[src/rtl/reaction_ctrl_if.sv]
// Handshake bundle between the reaction-timer sequencer and its surrounding blocks.
// master drives the button/counter inputs, slave is the sequencer itself.
interface reaction_ctrl_if #(
    parameter int unsigned TIME_W = 14
);
    logic              start;
    logic              stop;
    logic              rand_done;
    logic              error_wait_done;
    logic              rand_wait;
    logic              error_wait;
    logic              led_go;
    logic [TIME_W-1:0] time_ms;
    logic [1:0]        disp_mode;

    modport master (
        output start, stop, rand_done, error_wait_done,
        input  rand_wait, error_wait, led_go, time_ms, disp_mode
    );

    modport slave (
        input  start, stop, rand_done, error_wait_done,
        output rand_wait, error_wait, led_go, time_ms, disp_mode
    );
endinterface

[src/rtl/reaction_ctrl.sv]
// Reaction-timer sequencer: random wait, GO phase with millisecond timing, error and slow handling.
// All outputs are registered and decoded from the next state.
module reaction_ctrl #(
    parameter int unsigned MS_DIV = 100000,
    parameter int unsigned MAX_MS = 9999,
    parameter int unsigned TIME_W = 14
) (
    input logic            clk,
    input logic            reset,
    reaction_ctrl_if.slave bus_io
);
    localparam int unsigned PRE_W = (MS_DIV > 1) ? $clog2(MS_DIV) : 1;
    localparam logic [PRE_W-1:0]  PRE_LAST  = PRE_W'(MS_DIV - 1);
    localparam logic [TIME_W-1:0] TIME_MAX  = TIME_W'(MAX_MS);
    localparam logic [TIME_W-1:0] TIME_LAST = TIME_W'(MAX_MS - 1);

    localparam logic [2:0] StIdle     = 3'd0;
    localparam logic [2:0] StRandWait = 3'd1;
    localparam logic [2:0] StGo       = 3'd2;
    localparam logic [2:0] StDone     = 3'd3;
    localparam logic [2:0] StError    = 3'd4;
    localparam logic [2:0] StSlow     = 3'd5;

    logic [2:0]        state_q, state_d;
    logic [PRE_W-1:0]  pre_q, pre_d;
    logic [TIME_W-1:0] time_q, time_d;
    logic              rand_wait_q, error_wait_q, led_go_q;
    logic [1:0]        disp_mode_q, disp_mode_d;
    logic              tick;

    assign tick = (pre_q == PRE_LAST);

    always_comb begin
        state_d = state_q;
        pre_d   = pre_q;
        time_d  = time_q;
        case (state_q)
            StIdle: begin
                if (bus_io.start) begin
                    state_d = StRandWait;
                    pre_d   = '0;
                    time_d  = '0;
                end
            end
            StRandWait: begin
                // An early press wins over a simultaneous delay expiry.
                if (bus_io.stop) begin
                    state_d = StError;
                end else if (bus_io.rand_done) begin
                    state_d = StGo;
                end
            end
            StGo: begin
                if (bus_io.stop) begin
                    state_d = StDone;
                end else if (tick) begin
                    pre_d = '0;
                    if (time_q == TIME_LAST) begin
                        time_d  = TIME_MAX;
                        state_d = StSlow;
                    end else begin
                        time_d = time_q + TIME_W'(1);
                    end
                end else begin
                    pre_d = pre_q + PRE_W'(1);
                end
            end
            StDone, StSlow: begin
                if (bus_io.start) begin
                    state_d = StRandWait;
                    pre_d   = '0;
                    time_d  = '0;
                end
            end
            StError: begin
                if (bus_io.error_wait_done) begin
                    state_d = StIdle;
                end
            end
            default: state_d = StIdle;
        endcase
    end

    always_comb begin
        disp_mode_d = 2'd0;
        case (state_d)
            StGo, StDone: disp_mode_d = 2'd1;
            StError:      disp_mode_d = 2'd2;
            StSlow:       disp_mode_d = 2'd3;
            default:      disp_mode_d = 2'd0;
        endcase
    end

    always_ff @(posedge clk or posedge reset) begin
        if (reset) begin
            state_q      <= StIdle;
            pre_q        <= '0;
            time_q       <= '0;
            rand_wait_q  <= 1'b0;
            error_wait_q <= 1'b0;
            led_go_q     <= 1'b0;
            disp_mode_q  <= 2'd0;
        end else begin
            state_q      <= state_d;
            pre_q        <= pre_d;
            time_q       <= time_d;
            rand_wait_q  <= (state_d == StRandWait);
            error_wait_q <= (state_d == StError);
            led_go_q     <= (state_d == StGo);
            disp_mode_q  <= disp_mode_d;
        end
    end

    assign bus_io.rand_wait  = rand_wait_q;
    assign bus_io.error_wait = error_wait_q;
    assign bus_io.led_go     = led_go_q;
    assign bus_io.time_ms    = time_q;
    assign bus_io.disp_mode  = disp_mode_q;
endmodule

[src/flat_wrapper.sv]
// flat-port wrapper written by rule: the top's interface ports become plain ports
module reaction_ctrl_flat 
#(
    parameter int unsigned MS_DIV = 100000,
    parameter int unsigned MAX_MS = 9999,
    parameter int unsigned TIME_W = 14
)
  (clk, reset, bus_io_start, bus_io_stop, bus_io_rand_done, bus_io_error_wait_done, bus_io_rand_wait, bus_io_error_wait, bus_io_led_go, bus_io_time_ms, bus_io_disp_mode);
  reaction_ctrl_if #(.TIME_W(TIME_W)) bus_io_i ();
  input logic clk;
  input logic reset;
  input wire logic [$bits(bus_io_i.start)-1:0] bus_io_start;
  input wire logic [$bits(bus_io_i.stop)-1:0] bus_io_stop;
  input wire logic [$bits(bus_io_i.rand_done)-1:0] bus_io_rand_done;
  input wire logic [$bits(bus_io_i.error_wait_done)-1:0] bus_io_error_wait_done;
  output wire logic [$bits(bus_io_i.rand_wait)-1:0] bus_io_rand_wait;
  output wire logic [$bits(bus_io_i.error_wait)-1:0] bus_io_error_wait;
  output wire logic [$bits(bus_io_i.led_go)-1:0] bus_io_led_go;
  output wire logic [$bits(bus_io_i.time_ms)-1:0] bus_io_time_ms;
  output wire logic [$bits(bus_io_i.disp_mode)-1:0] bus_io_disp_mode;
  assign bus_io_i.start = bus_io_start;
  assign bus_io_i.stop = bus_io_stop;
  assign bus_io_i.rand_done = bus_io_rand_done;
  assign bus_io_i.error_wait_done = bus_io_error_wait_done;
  assign bus_io_rand_wait = bus_io_i.rand_wait;
  assign bus_io_error_wait = bus_io_i.error_wait;
  assign bus_io_led_go = bus_io_i.led_go;
  assign bus_io_time_ms = bus_io_i.time_ms;
  assign bus_io_disp_mode = bus_io_i.disp_mode;
  reaction_ctrl #(.MS_DIV(MS_DIV), .MAX_MS(MAX_MS), .TIME_W(TIME_W)) u_core (.clk(clk), .reset(reset), .bus_io(bus_io_i));
endmodule
[config.mk]
export PLATFORM = sky130hd
export DESIGN_NAME = reaction_ctrl_flat
export DESIGN_NICKNAME = d
export VERILOG_FILES = /design/src/rtl/reaction_ctrl_if.sv /design/src/rtl/reaction_ctrl.sv /design/src/flat_wrapper.sv
export SDC_FILE = /design/constraint.sdc
export NUM_CORES = 1
export LEC_CHECK = 0
export CAP_MARGIN = 20
export CORE_ASPECT_RATIO = 2
export CORE_UTILIZATION = 56
export CTS_CLUSTER_DIAMETER = 50
export DETAILED_ROUTE_END_ITERATION = 8
export GPL_ROUTABILITY_DRIVEN = 0
export HOLD_SLACK_MARGIN = 0.06
export PLACE_DENSITY = 0.86
export SLEW_MARGIN = 20
export SYNTH_ARGS = -nofsm -noshare
export SYNTH_HDL_FRONTEND = slang
export SYNTH_SLANG_ARGS = --single-unit
[constraint.sdc]
create_clock -name clk -period 2.6 [get_ports clk]
set_input_delay 0.26 -clock clk [delete_from_list [all_inputs] [get_ports clk]]
set_output_delay 0.26 -clock clk [all_outputs]
set_load 0.03 [all_outputs]
# == Word-level counts from Yosys, hierarchy flattened ==
# Index checks and enable logic that the tools add are counted.
# word_totals
register_bits,39
output_inout_bits,19
word_cells,48
# op_classes
add_sub_neg,2
n_eq_ne,15
muxes,18
n_reduce_logical,6
# ops
op,count
$mux 14,4
$mux 17,3
$pmux 17 s2,1
$pmux 14 s2,1
$mux 3,7
$add 17x1->17 const B,1
$eq 17x17->1 const B,1
$add 14x1->14 const B,1
$eq 14x14->1 const B,1
$eq 3x2->1 const B,4
$eq 3x3->1 const B,4
$pmux 3 s4,1
$eq 3x1->1 const B,2
$pmux 2 s3,1
$ne 2x1->1 const B,2
$reduce_and 4->1,1
$logic_not 3->1,1
$reduce_and 3->1,1
$reduce_or 3->1,1
$ne 2x2->1 const B,1
$reduce_bool 2->1,1
$reduce_or 2->1,1

# == Logic depth before layout (Yosys ltp) ==
# depth
ltp_word,8
ltp_mapped,8
depth_no_buf,8

# == Worst setup path before layout ==
# No wires, ideal clock.
# synth_timing
path_type,register -> register
from,"reg u_core.time_q[5], in the netlist u_core.bus_io.time_ms[5]"
to,"reg u_core.time_q[6], in the netlist u_core.bus_io.time_ms[6]"
setup_ps,140
arrival_time_ps,2150
setup_slack_ps,310
path_stages_with_launch,7
period_less_slack_ps,2290
cell_sequence,dfrtp_1 -> or4_1 -> nor4_2 -> buf_2 -> nor3_1 -> o31ai_1 -> o41ai_2
# synth_via
elab_chain_cells,5
elab_cells_between_ends,6
classes_between,add/sub (1); eq/ne (1); mux (4)
# synth_rtl
item,line,rtl
"start, declared",reaction_ctrl.sv:26,"logic [TIME_W-1:0] time_q, time_d;"
"start signal, assigned",reaction_ctrl.sv:106,time_q <= time_d;
$add 14x1->14 or $eq 14x14->1 (tied branches),"reaction_ctrl.sv:62, reaction_ctrl.sv:58",
$mux 14 *,reaction_ctrl.sv:58,if (time_q == TIME_LAST) begin
$mux 14 *,reaction_ctrl.sv:56,end else if (tick) begin
$mux 14 *,reaction_ctrl.sv:54,if (bus_io.stop) begin
$pmux 14 s2 *,reaction_ctrl.sv:37,case (state_q)
# Every way passes the cells marked *; elsewhere a longest branch is shown, timed or not. The select of a mux whose other input is x is not followed.
# A chain may end at the register's enable or synchronous reset.

# == Worst setup path after layout ==
# layout_timing
from,reg u_core.pre_q[6]
to,"reg u_core.time_q[5], in the netlist u_core.bus_io.time_ms[5]"
# layout_via
elab_chain_cells,3
# layout_rtl
item,line,rtl
"start, declared",reaction_ctrl.sv:25,"logic [PRE_W-1:0] pre_q, pre_d;"
"start signal, assigned",reaction_ctrl.sv:105,pre_q <= pre_d;
$eq 17x17->1,reaction_ctrl.sv:31,assign tick = (pre_q == PRE_LAST);
$ne 2x1->1 (no line),--,
$reduce_and 4->1 (no line),--,
# Every way passes these cells.

==> results.json <==
{
  "synth_top_area_cell": "dfrtp_1",
  "startpoint_type": "flop",
  "tightest_slew_ns": 0.640,
  "vdd_drop_max_mv": 0.862,
  "fin_skew_ns": 0.0101,
  "rows": 32,
  "power_leakage_nw": 1.13,
  "timing.final.hold_violations": 0,
  "start_util_pct": 58.5,
  "yosys-top-cells-area": "dfrtp_1, nor2_1, o31ai_1",
  "grt_util_all_layers_pct": 27.8,
  "drc": 0,
  "yosysTopAreaCellShare_pct": 43.0,
  "antenna_found_initial": 0,
  "timing.hold.ws_ns": 0.398,
  "power.density_mw_per_mm2": 895,
  "postCtsSetupRepairBufs": 0,
  "synth_enable_flop_cells": 0,
  "clock.fmax_mhz": 426,
  "synthesis.nets": 256,
  "yosysMostFrequentCell": "dfrtp_1",
  "syn_area_mm2": 0.00227,
  "antenna_left": 0,
  "ys_seq_elements": 39,
  "period_minus_slack_ns": 2.35,
  "portBuffers": 24,
  "worstPathArrival_ns": 2.55,
  "avgSynthCellArea_um2": 9.20,
  "cts_max_path_buffers": 2,
  "cts_buffers": 5,
  "diodes": 0,
  "wl_met2_um": 2990,
  "wl_met1_um": 1850,
  "syn2layout_area_growth_pct": 19.1,
  "ys_warn_count": 0,
  "ys_async_sr_fraction_pct": 100,
  "nets": 285,
  "wire_per_inst_um": 16.1,
  "cts_root_buf": "clkbuf_8",
  "end_kind": "flop",
  "path_class": "flop to flop",
  "clock_latency_ns": 0.30,
  "dp_hpwl_um": 3870,
  "synthCells": 247,
  "finalSetupViolations": 0,
  "max-cap-violations": 0,
  "cts.sinks": 39,
  "cp_max_fo": 7,
  "ys_seq_area_share_pct": 43.0,
  "drtPass1Iterations": 4,
  "grt_max_degree": 40,
  "routed.top_layer": "met4",
  "io_pins": 25,
  "die_h_um": 92.1,
  "h-tree-depth": 2,
  "pre_cts_slack_ns": 0.163,
  "die_area_mm2": 0.00433,
  "cts_resized": 0,
  "hp-class": "primary input to async pin",
  "synth_cell_types": 53,
  "grt_pass1_wl_um": 8700,
  "drive_above_1_share_pct": 10.5,
  "timing.slew.headroom_pct": 57.0,
  "vias": 2067,
  "drtIter0Drc": 69,
  "hold_buffers": 0,
  "vias_per_cell": 6.32,
  "postSynth.topFlopCell": "dfrtp_1",
  "core_mm2": 0.00388,
  "grt_pass1_vias": 1972,
  "die_w_um": 47.0,
  "slew_violations": 0,
  "crit_required_ns": 2.81,
  "run_status": "complete, no violations",
  "routed_wl_um": 5260,
  "rsz0062_at_grt": "no",
  "synthTopCellsByCount": "dfrtp_1, nor2_1, nand2_1",
  "fin_crit_sh_pct": 90.3,
  "fin_ws_ns": 0.253,
  "path_clk_slew_ns": 0.08,
  "overflow": 0,
  "tns_ns": 0,
  "cts_tree": "done",
  "wl_met3_um": 242
}
[layout make-up]
type                       instances  area (um2)
multi-input combinational        188        1220
clock inverter                     2        37.5
clock buffer                       5        68.8
tap                               51        63.8
sequential                        39         976
inverter                           9        33.8
timing repair buffer              33         308
fill                             316        1180
[per-layer routing]
metal  GRT usage (%)  vias to the layer above
met5               0                        -
met4            15.0                        0
met3            5.12                       14
met2            48.1                       63
met1            29.2                     1005
li1                -                      985
[report_power, final]
| part | internal (mW) | total [mW] | switching, mW |
|---|---|---|---|
| clock network | 0.280 | 0.493 | 0.213 |
| logic | 0.428 | 1.10 | 0.669 |
| registers | 0.702 | 0.832 | 0.131 |
[final timing paths]
path                                      start                  endpoint  slack (ns)  cells after the start
worst min register to register  u_core.pre_q[4]           u_core.pre_q[4]        0.53                      1
max in group asynchronous                 reset           u_core.pre_q[0]        1.87                      3
worst max register to register  u_core.pre_q[6]  u_core.bus_io.time_ms[5]        0.25                      5
worst min-delay path                      reset           u_core.pre_q[4]        0.40                      3
worst max-delay path            u_core.pre_q[6]  u_core.bus_io.time_ms[5]        0.25                      5
min in group clk                u_core.pre_q[4]           u_core.pre_q[4]        0.53                      1
[metrics by stage]
| stage | instance area, um2 | power [mW] | utilization (%) | instances |
|---|---|---|---|---|
| global route | 2710 | 2.59 | 69.7 | 327 |
| global placement | 2600 | 1.90 | 66.9 | 320 |
| floorplan | 2270 | 1.58 | - | 247 |
| CTS | 2710 | 2.42 | 69.7 | 327 |
| detailed placement | 2600 | 1.93 | 66.9 | 320 |
| finish | 2710 | 2.42 | 69.7 | 327 |
[registers in the layout, indices dropped and copies added (netlist names)]
register / count
u_core.bus_io.time_ms: 14
u_core.bus_io.disp_mode: 2
u_core.bus_io.rand_wait: 1
u_core.pre_q: 17
u_core.state_q: 3
u_core.bus_io.led_go: 1
u_core.bus_io.error_wait: 1
[cell families after synthesis]
logic type,share of synthesized area (%)
AOI/OAI and AO/OA,22.1
xor gates and xnor gates,3.08
adders and majority gates,1.65
buffers and inverters,3.41
DFF,43.0
muxes,1.49
and+or+nand+nor,25.3
[critical path, cell delays in order (launching register included)]
cell,delay (ns)
dfrtp_1,0.45
or4b_4,0.57
nor3_4,0.23
a21oi_2,0.09
or4_1,0.64
o31ai_1,0.28
[layout by cell type, fill, tap and decap left out, types with 8 or more instances in the layout]
master / Yosys / layout
dfrtp_1: 39 / 39
inv_1: 9 / 9
o31ai_1: 12 / 12
clkdlybuf4s50_1: 0 / 24
nand2_1: 13 / 13
nor2_1: 25 / 25
a31oi_1: 8 / 8
a21oi_1: 11 / 11
buf_4: 0 / 9
o21ai_0: 11 / 11
nor3_1: 10 / 10
Note: power is estimated with default switching activity, not from simulation.
